## config.mk

```make
export PLATFORM = sky130hd
export DESIGN_NAME = axis_gain_stage
export DESIGN_NICKNAME = d
export VERILOG_FILES = /design/src/rtl/amp_pkg.sv /design/src/rtl/axis_gain_stage_gain_ramp.sv /design/src/rtl/axis_gain_stage.sv
export SDC_FILE = /design/constraint.sdc
export NUM_CORES = 2
export LEC_CHECK = 0
export BUFFER_PORTS_ARGS = -buffer_cell sky130_fd_sc_hd__buf_2
export CAP_MARGIN = 40
export CORE_UTILIZATION = 30
export CTS_CLUSTER_SIZE = 8
export DETAILED_ROUTE_END_ITERATION = 6
export RECOVER_POWER = 100
export SLEW_MARGIN = 20
export SYNTH_ARGS = -nofsm -noshare
export SYNTH_HDL_FRONTEND = slang
export SYNTH_SLANG_ARGS = --single-unit
```

## constraint.sdc

```tcl
create_clock -name clk -period 14.7 [get_ports clk]
set_input_delay 2.94 -clock clk [delete_from_list [all_inputs] [get_ports clk]]
set_output_delay 2.94 -clock clk [all_outputs]
set_load 0.02 [all_outputs]
```

## src/rtl/amp_pkg.sv

```systemverilog
// Shared constants, types and arithmetic helpers for the multichannel gain stage.
package amp_pkg;

    // Width of the saturation event counter exposed on sat_count.
    localparam int unsigned SAT_CNT_W = 16;

    // Working width for the rounding/clamping helpers. It must hold a full
    // DATA_WIDTH x (COEF_WIDTH+1) signed product.
    localparam int unsigned MATH_W = 64;

    typedef logic signed [MATH_W-1:0] wide_t;

    // Result of a saturating clamp: the clamped value plus a flag that is set
    // when clamping actually changed the value.
    typedef struct packed {
        logic  sat;
        wide_t value;
    } clamp_t;

    // Unity gain for a coefficient with 'frac' fractional bits.
    function automatic logic [31:0] unity_gain(input int unsigned frac);
        return 32'd1 << frac;
    endfunction

    // Round half up, then drop 'frac' fractional bits (arithmetic shift).
    function automatic wide_t round_shift(input wide_t x, input int unsigned frac);
        wide_t half;
        half = 64'sd1 <<< (frac - 1);
        return (x + half) >>> frac;
    endfunction

    // Clamp a signed value into the two's-complement range of 'width' bits.
    function automatic clamp_t sat_clamp(input wide_t x, input int unsigned width);
        wide_t  hi;
        wide_t  lo;
        clamp_t r;
        hi      = (64'sd1 <<< (width - 1)) - 64'sd1;
        lo      = -(64'sd1 <<< (width - 1));
        r.sat   = 1'b0;
        r.value = x;
        if (x > hi) begin
            r.value = hi;
            r.sat   = 1'b1;
        end else if (x < lo) begin
            r.value = lo;
            r.sat   = 1'b1;
        end
        return r;
    endfunction

endpackage

```

## src/rtl/axis_gain_stage_gain_ramp.sv

```systemverilog
// Click-free gain ramp: owns the applied gain and walks it toward the
// effective target by at most RAMP_STEP per frame, never overshooting.
module gain_ramp
    import amp_pkg::*;
#(
    parameter int unsigned COEF_WIDTH = 18,
    parameter int unsigned COEF_FRAC  = 16,
    parameter int unsigned RAMP_STEP  = 4096
) (
    input  logic                  clk,
    input  logic                  rst_n,
    input  logic [COEF_WIDTH-1:0] target_i,
    input  logic                  ena_sync_i,
    input  logic                  frame_tick_i,
    output logic [COEF_WIDTH-1:0] cur_gain_o
);

    localparam logic [31:0]           UNITY_W = unity_gain(COEF_FRAC);
    localparam logic [COEF_WIDTH-1:0] UNITY   = UNITY_W[COEF_WIDTH-1:0];
    localparam logic [31:0]           STEP_W  = RAMP_STEP;

    logic [COEF_WIDTH-1:0] cur_gain_q;
    logic [COEF_WIDTH-1:0] cur_gain_d;
    logic [COEF_WIDTH-1:0] eff_target;
    logic [COEF_WIDTH-1:0] diff;
    logic [COEF_WIDTH-1:0] step;

    // Next gain: step toward the target (dry when disabled) on each frame tick.
    always_comb begin
        // NOTE: every signal assigned here gets a default first, so no path
        // leaves one unassigned and no latch is inferred.
        eff_target = ena_sync_i ? target_i : UNITY;
        cur_gain_d = cur_gain_q;
        if (eff_target > cur_gain_q) begin
            diff = eff_target - cur_gain_q;
        end else begin
            diff = cur_gain_q - eff_target;
        end
        step = (32'(diff) > STEP_W) ? STEP_W[COEF_WIDTH-1:0] : diff;
        if (frame_tick_i) begin
            if (eff_target > cur_gain_q) begin
                cur_gain_d = cur_gain_q + step;
            end else begin
                cur_gain_d = cur_gain_q - step;
            end
        end
    end

    // Applied gain register; restarts from unity on reset.
    always_ff @(posedge clk or negedge rst_n) begin
        // NOTE: sequential state is written with non-blocking assignments so
        // every register samples pre-edge values regardless of block order.
        if (!rst_n) begin
            cur_gain_q <= UNITY;
        end else begin
            cur_gain_q <= cur_gain_d;
        end
    end

    assign cur_gain_o = cur_gain_q;

endmodule

```

## src/rtl/axis_gain_stage.sv

```systemverilog
// Multichannel runtime-gain AXI-Stream amplifier: 3-stage pipeline
// (register, multiply, round/saturate) with global stall, frame tracking
// and a per-frame gain ramp.
module axis_gain_stage
    import amp_pkg::*;
#(
    parameter int unsigned DATA_WIDTH = 24,
    parameter int unsigned NUM_CH     = 2,
    parameter int unsigned COEF_WIDTH = 18,
    parameter int unsigned COEF_FRAC  = 16,
    parameter int unsigned RAMP_STEP  = 4096
) (
    input  logic                  clk,
    input  logic                  rst_n,
    input  logic                  ena,
    input  logic [COEF_WIDTH-1:0] gain_coef,
    input  logic [DATA_WIDTH-1:0] s_axis_data,
    input  logic                  s_axis_valid,
    output logic                  s_axis_ready,
    input  logic                  s_axis_last,
    output logic [DATA_WIDTH-1:0] m_axis_data,
    output logic                  m_axis_valid,
    input  logic                  m_axis_ready,
    output logic                  m_axis_last,
    output logic [SAT_CNT_W-1:0]  sat_count,
    output logic                  frame_err
);

    localparam int unsigned     PROD_W  = DATA_WIDTH + COEF_WIDTH + 1;
    localparam int unsigned     CH_W    = (NUM_CH > 1) ? $clog2(NUM_CH) : 1;
    localparam logic [CH_W-1:0] LAST_CH = CH_W'(NUM_CH - 1);

    // Enable synchroniser and post-reset ready gate.
    logic ena_meta_q;
    logic ena_sync_q;
    logic ready_en_q;

    // Handshake and frame bookkeeping.
    logic            ce;
    logic            accept;
    logic            frame_tick;
    logic [CH_W-1:0] ch_q;
    logic [CH_W-1:0] ch_d;
    logic            frame_err_q;
    logic            frame_err_d;

    logic [COEF_WIDTH-1:0] cur_gain;

    // Pipeline stages.
    logic                     v1_q;
    logic                     l1_q;
    logic [DATA_WIDTH-1:0]    d1_q;
    logic [COEF_WIDTH-1:0]    g1_q;
    logic                     v2_q;
    logic                     l2_q;
    logic signed [PROD_W-1:0] prod2_q;
    logic signed [PROD_W-1:0] prod2_d;
    logic                     v3_q;
    logic                     l3_q;
    logic [DATA_WIDTH-1:0]    data3_q;
    logic [DATA_WIDTH-1:0]    data3_d;
    logic                     sat3_d;
    logic [SAT_CNT_W-1:0]     sat_cnt_q;

    wide_t  prod_ext;
    wide_t  rounded;
    clamp_t clamped;
    logic   unused_hi;

    // The whole pipeline advances together whenever the output slot is free
    // or being drained; the input may only be accepted when it advances.
    assign ce         = m_axis_ready | ~v3_q;
    assign s_axis_ready = ce & ready_en_q;
    assign accept     = s_axis_valid & s_axis_ready;
    assign frame_tick = accept & s_axis_last;

    // Two-flop synchroniser for the asynchronous enable switch, plus the
    // one-cycle ready gate after reset release.
    always_ff @(posedge clk or negedge rst_n) begin
        if (!rst_n) begin
            ena_meta_q <= 1'b0;
            ena_sync_q <= 1'b0;
            ready_en_q <= 1'b0;
        end else begin
            ena_meta_q <= ena;
            ena_sync_q <= ena_meta_q;
            ready_en_q <= 1'b1;
        end
    end

    gain_ramp #(
        .COEF_WIDTH (COEF_WIDTH),
        .COEF_FRAC  (COEF_FRAC),
        .RAMP_STEP  (RAMP_STEP)
    ) u_ramp (
        .clk          (clk),
        .rst_n        (rst_n),
        .target_i     (gain_coef),
        .ena_sync_i   (ena_sync_q),
        .frame_tick_i (frame_tick),
        .cur_gain_o   (cur_gain)
    );

    // Channel counter and misalignment detection; a missing last holds the
    // counter at the final channel until the next last resyncs it to zero.
    always_comb begin
        ch_d        = ch_q;
        frame_err_d = frame_err_q;
        if (accept) begin
            if (s_axis_last != (ch_q == LAST_CH)) begin
                frame_err_d = 1'b1;
            end
            if (s_axis_last) begin
                ch_d = '0;
            end else if (ch_q != LAST_CH) begin
                ch_d = ch_q + CH_W'(1);
            end
        end
    end

    // Frame tracking state; the error flag is sticky until reset.
    always_ff @(posedge clk or negedge rst_n) begin
        if (!rst_n) begin
            ch_q        <= '0;
            frame_err_q <= 1'b0;
        end else begin
            ch_q        <= ch_d;
            frame_err_q <= frame_err_d;
        end
    end

    // Signed sample times zero-extended (always positive) coefficient.
    assign prod2_d = PROD_W'($signed(d1_q)) * PROD_W'($signed({1'b0, g1_q}));

    // Round half up, drop the fractional bits and clamp to the sample range.
    always_comb begin
        prod_ext = wide_t'(prod2_q);
        rounded  = round_shift(prod_ext, COEF_FRAC);
        clamped  = sat_clamp(rounded, DATA_WIDTH);
        data3_d  = clamped.value[DATA_WIDTH-1:0];
        sat3_d   = clamped.sat;
    end

    // Upper bits of the clamped value are sign copies and carry no information.
    assign unused_hi = ^clamped.value[MATH_W-1:DATA_WIDTH];

    // Pipeline registers; every stage holds while the output is stalled.
    always_ff @(posedge clk or negedge rst_n) begin
        if (!rst_n) begin
            v1_q    <= 1'b0;
            l1_q    <= 1'b0;
            d1_q    <= '0;
            g1_q    <= '0;
            v2_q    <= 1'b0;
            l2_q    <= 1'b0;
            prod2_q <= '0;
            v3_q    <= 1'b0;
            l3_q    <= 1'b0;
            data3_q <= '0;
        end else if (ce) begin
            v1_q    <= accept;
            l1_q    <= s_axis_last;
            d1_q    <= s_axis_data;
            g1_q    <= cur_gain;
            v2_q    <= v1_q;
            l2_q    <= l1_q;
            prod2_q <= prod2_d;
            v3_q    <= v2_q;
            l3_q    <= l2_q;
            data3_q <= data3_d;
        end
    end

    // Saturation counter: counts clamped samples entering the output stage
    // and sticks at its maximum.
    always_ff @(posedge clk or negedge rst_n) begin
        if (!rst_n) begin
            sat_cnt_q <= '0;
        end else if (ce && v2_q && sat3_d && (sat_cnt_q != '1)) begin
            sat_cnt_q <= sat_cnt_q + SAT_CNT_W'(1);
        end
    end

    assign m_axis_data  = data3_q;
    assign m_axis_valid = v3_q;
    assign m_axis_last  = l3_q;
    assign sat_count    = sat_cnt_q;
    assign frame_err    = frame_err_q;

endmodule

```

==> metrics.txt <==
final instance area=26300 um2; Most common cell on crit path=o21ai_0; Max clock buf depth=2; number of hold violations in the final report=0; CTS tree=built; ANT cells=0; Post-route DRC=0; drt first pass iters=5; Worst slew margin=-111%; top_reg_cell synth=dfrtp_1; final period utilization=80.5%; Avg Vias per Cell=4.73; commonest cells after routing, fill and taps aside=inv_1, nand2_1, fa_1, and2_1, ha_1; Area Overhead vs Synth=9.02%; Worst EP arrival=12230 ps; failing checks=capacitance limit, slew limit; Post-synth ARST share=100%; post-synth top area share=35.8%; Starting Density=30.4%; DP HPWL=47600 um; Post CTS Setup Buffer Count=0; largest net degree at the start of global routing=77; critical path's largest stage delay=1900 ps; skew final=17.5 ps; cells after synthesis=2705; number of enable flip-flop cells after synthesis=0; final setup fails=0; count of cell types in the netlist=86; Worst-Skew Late Latency=500 ps; Ports=92; Die Ht=286 um; nets@finish=3368; unrepaired setup endpoints after global routing=no; routed vias=17900; crit end category=register; die area=81600 um2; drt initial violations=935; most common cell after layout, fill and taps aside=inv_1; vias in the first global route=18700; Die W=286 um; Max Cap Viol=7; met1 usage=21.0%; PostCTS Resize Cnt=0; met2 Use GR=26.1%; layout cells sized above 1=5.15%; Data required, critical path=15090 ps; Critical Setup Path Class=in2reg; Pins Over Slew Limit=344; Fin Setup TNS=0 ps; HP Class=reg2reg; Period minus WS final=11830 ps; Total GRT Usage=15.8%; Fmax=0.0845 GHz; antenna violations before repair=1; Root Driver=clkbuf_16; Core Area=79300 um2; gpl congestion=0.871; Synth Warn #=0; drt wl/cell=16.2 um; first-pass GRT wire length=101000 um; outcome=complete, but fails checks; drt total wl=61500 um; H-tree Lvls=4; CP max FO=20; met3 Resource Use GR=2.50%; clock net sink count=139; # port buffers=91; Most Crowded Layer GR=met2; filler instances=8278; CP max stage cell=o21ai_0; top cells by area, synth=fa_1, dfrtp_1, ha_1; post-synthesis sequential area ratio=14.4%; transition time of the tightest slew-check pin=3170 ps; Syn Area/Cell=8.92 um2; hold_buf cts=0; CTS Buf Count=17; leading area contributor after synthesis=fa_1; row count=103; Worst setup SP type=input port; Syn Nets=3346; remaining antenna violation count after routing=0; Synth Register Bits=139; Area after DPL=25800 um2; Clock transition at path regs=60 ps; Remaining Overflow, GRT=0; synthesized cell area=24100 um2
worst paths after layout:
| check | startpoint | endpoint | slack (ps) | depth (start not counted) |
|---|---|---|---|---|
| max in group asynchronous | rst_n | prod2_q[15] | 7780 | 3 |
| worst max-delay path | gain_coef[0] | u_ramp.cur_gain_o[14] | 2870 | 30 |
| worst min register to register | ena_meta_q | ena_sync_q | 370 | 0 |
| min in group asynchronous | rst_n | ena_meta_q | 2980 | 1 |
| worst max register to register | ena_sync_q | u_ramp.cur_gain_o[14] | 4470 | 29 |
| worst min-delay path | ena_meta_q | ena_sync_q | 370 | 0 |
cells by family (layout without fill, tap and decap cells):
kind of cell / after synthesis / in the layout / synth area share, %
AOI/OAI and AO/OA: 332 / 332 / 9.22
xor gates and xnor gates: 102 / 102 / 3.76
adders and majority gates: 593 / 593 / 44.2
buffers and inverters: 650 / 683 / 10.3
DFF: 139 / 139 / 14.4
muxes: 17 / 17 / 0.752
other: 1 / 1 / 0.0155
and+or+nand+nor: 871 / 871 / 17.4
flip-flops by register name, summed over array words and instances (netlist names):
name / count
prod2_q: 28
d1_q: 24
m_axis_data: 24
g1_q: 18
u_ramp.cur_gain_o: 18
sat_count: 16
ch_q: 1
ena_meta_q: 1
ena_sync_q: 1
frame_err: 1
l1_q: 1
l2_q: 1
m_axis_last: 1
m_axis_valid: 1
ready_en_q: 1
v1_q: 1
v2_q: 1
Yosys cell counts, drive strengths merged, types with 41 or more instances:
library cell	number
clkbuf	117
fa	431
nor2	55
xnor2	61
ha	162
inv	517
o21a	42
dfrtp	138
o21ai	87
a21oi	70
nand2	464
and2	195
xor2	41
per-layer routing:
layer / wire [um] / vias to the layer above
met2: 29900 / 406
met4: 1610 / 2
met1: 27100 / 9028
li1: - / 8370
met5: 13 / -
met3: 2790 / 94
metrics by stage:
step           cells  util, %  hold WS (ps)  worst slack, ps
6_report        3788     33.2           366             2870
5_1_grt         3788     33.2           379             1930
4_1_cts         3783     33.3           379             4700
3_5_place_dp    3753     32.6           365             4110
3_3_place_gp    3740     32.3           372             4180
2_1_floorplan   2705        -           331             5590
layout make-up:
| type | count | area (um2) | share of cell area [%] |
|---|---|---|---|
| Tap cell | 1050 | 1310 | 4.99 |
| Clock inverter | 10 | 119 | 0.452 |
| Inverter | 517 | 1940 | 7.38 |
| Multi-Input combinational cell | 1916 | 18200 | 69.0 |
| Timing Repair Buffer | 136 | 852 | 3.24 |
| Sequential cell | 139 | 3480 | 13.2 |
| Clock buffer | 20 | 447 | 1.70 |
worst max-delay path: cells and delay by family:
kind	cells	cell delay (ps)
AOI/OAI and AO/OA	13	4990
xor gates and xnor gates	1	440
muxes	1	230
adders and majority gates	4	1450
and+or+nand+nor	8	1780
buffers and inverters	3	390
Power is left out: the tool's default activity adds up to more than one toggle a clock period on the data nets, which glitch-free logic cannot reach.
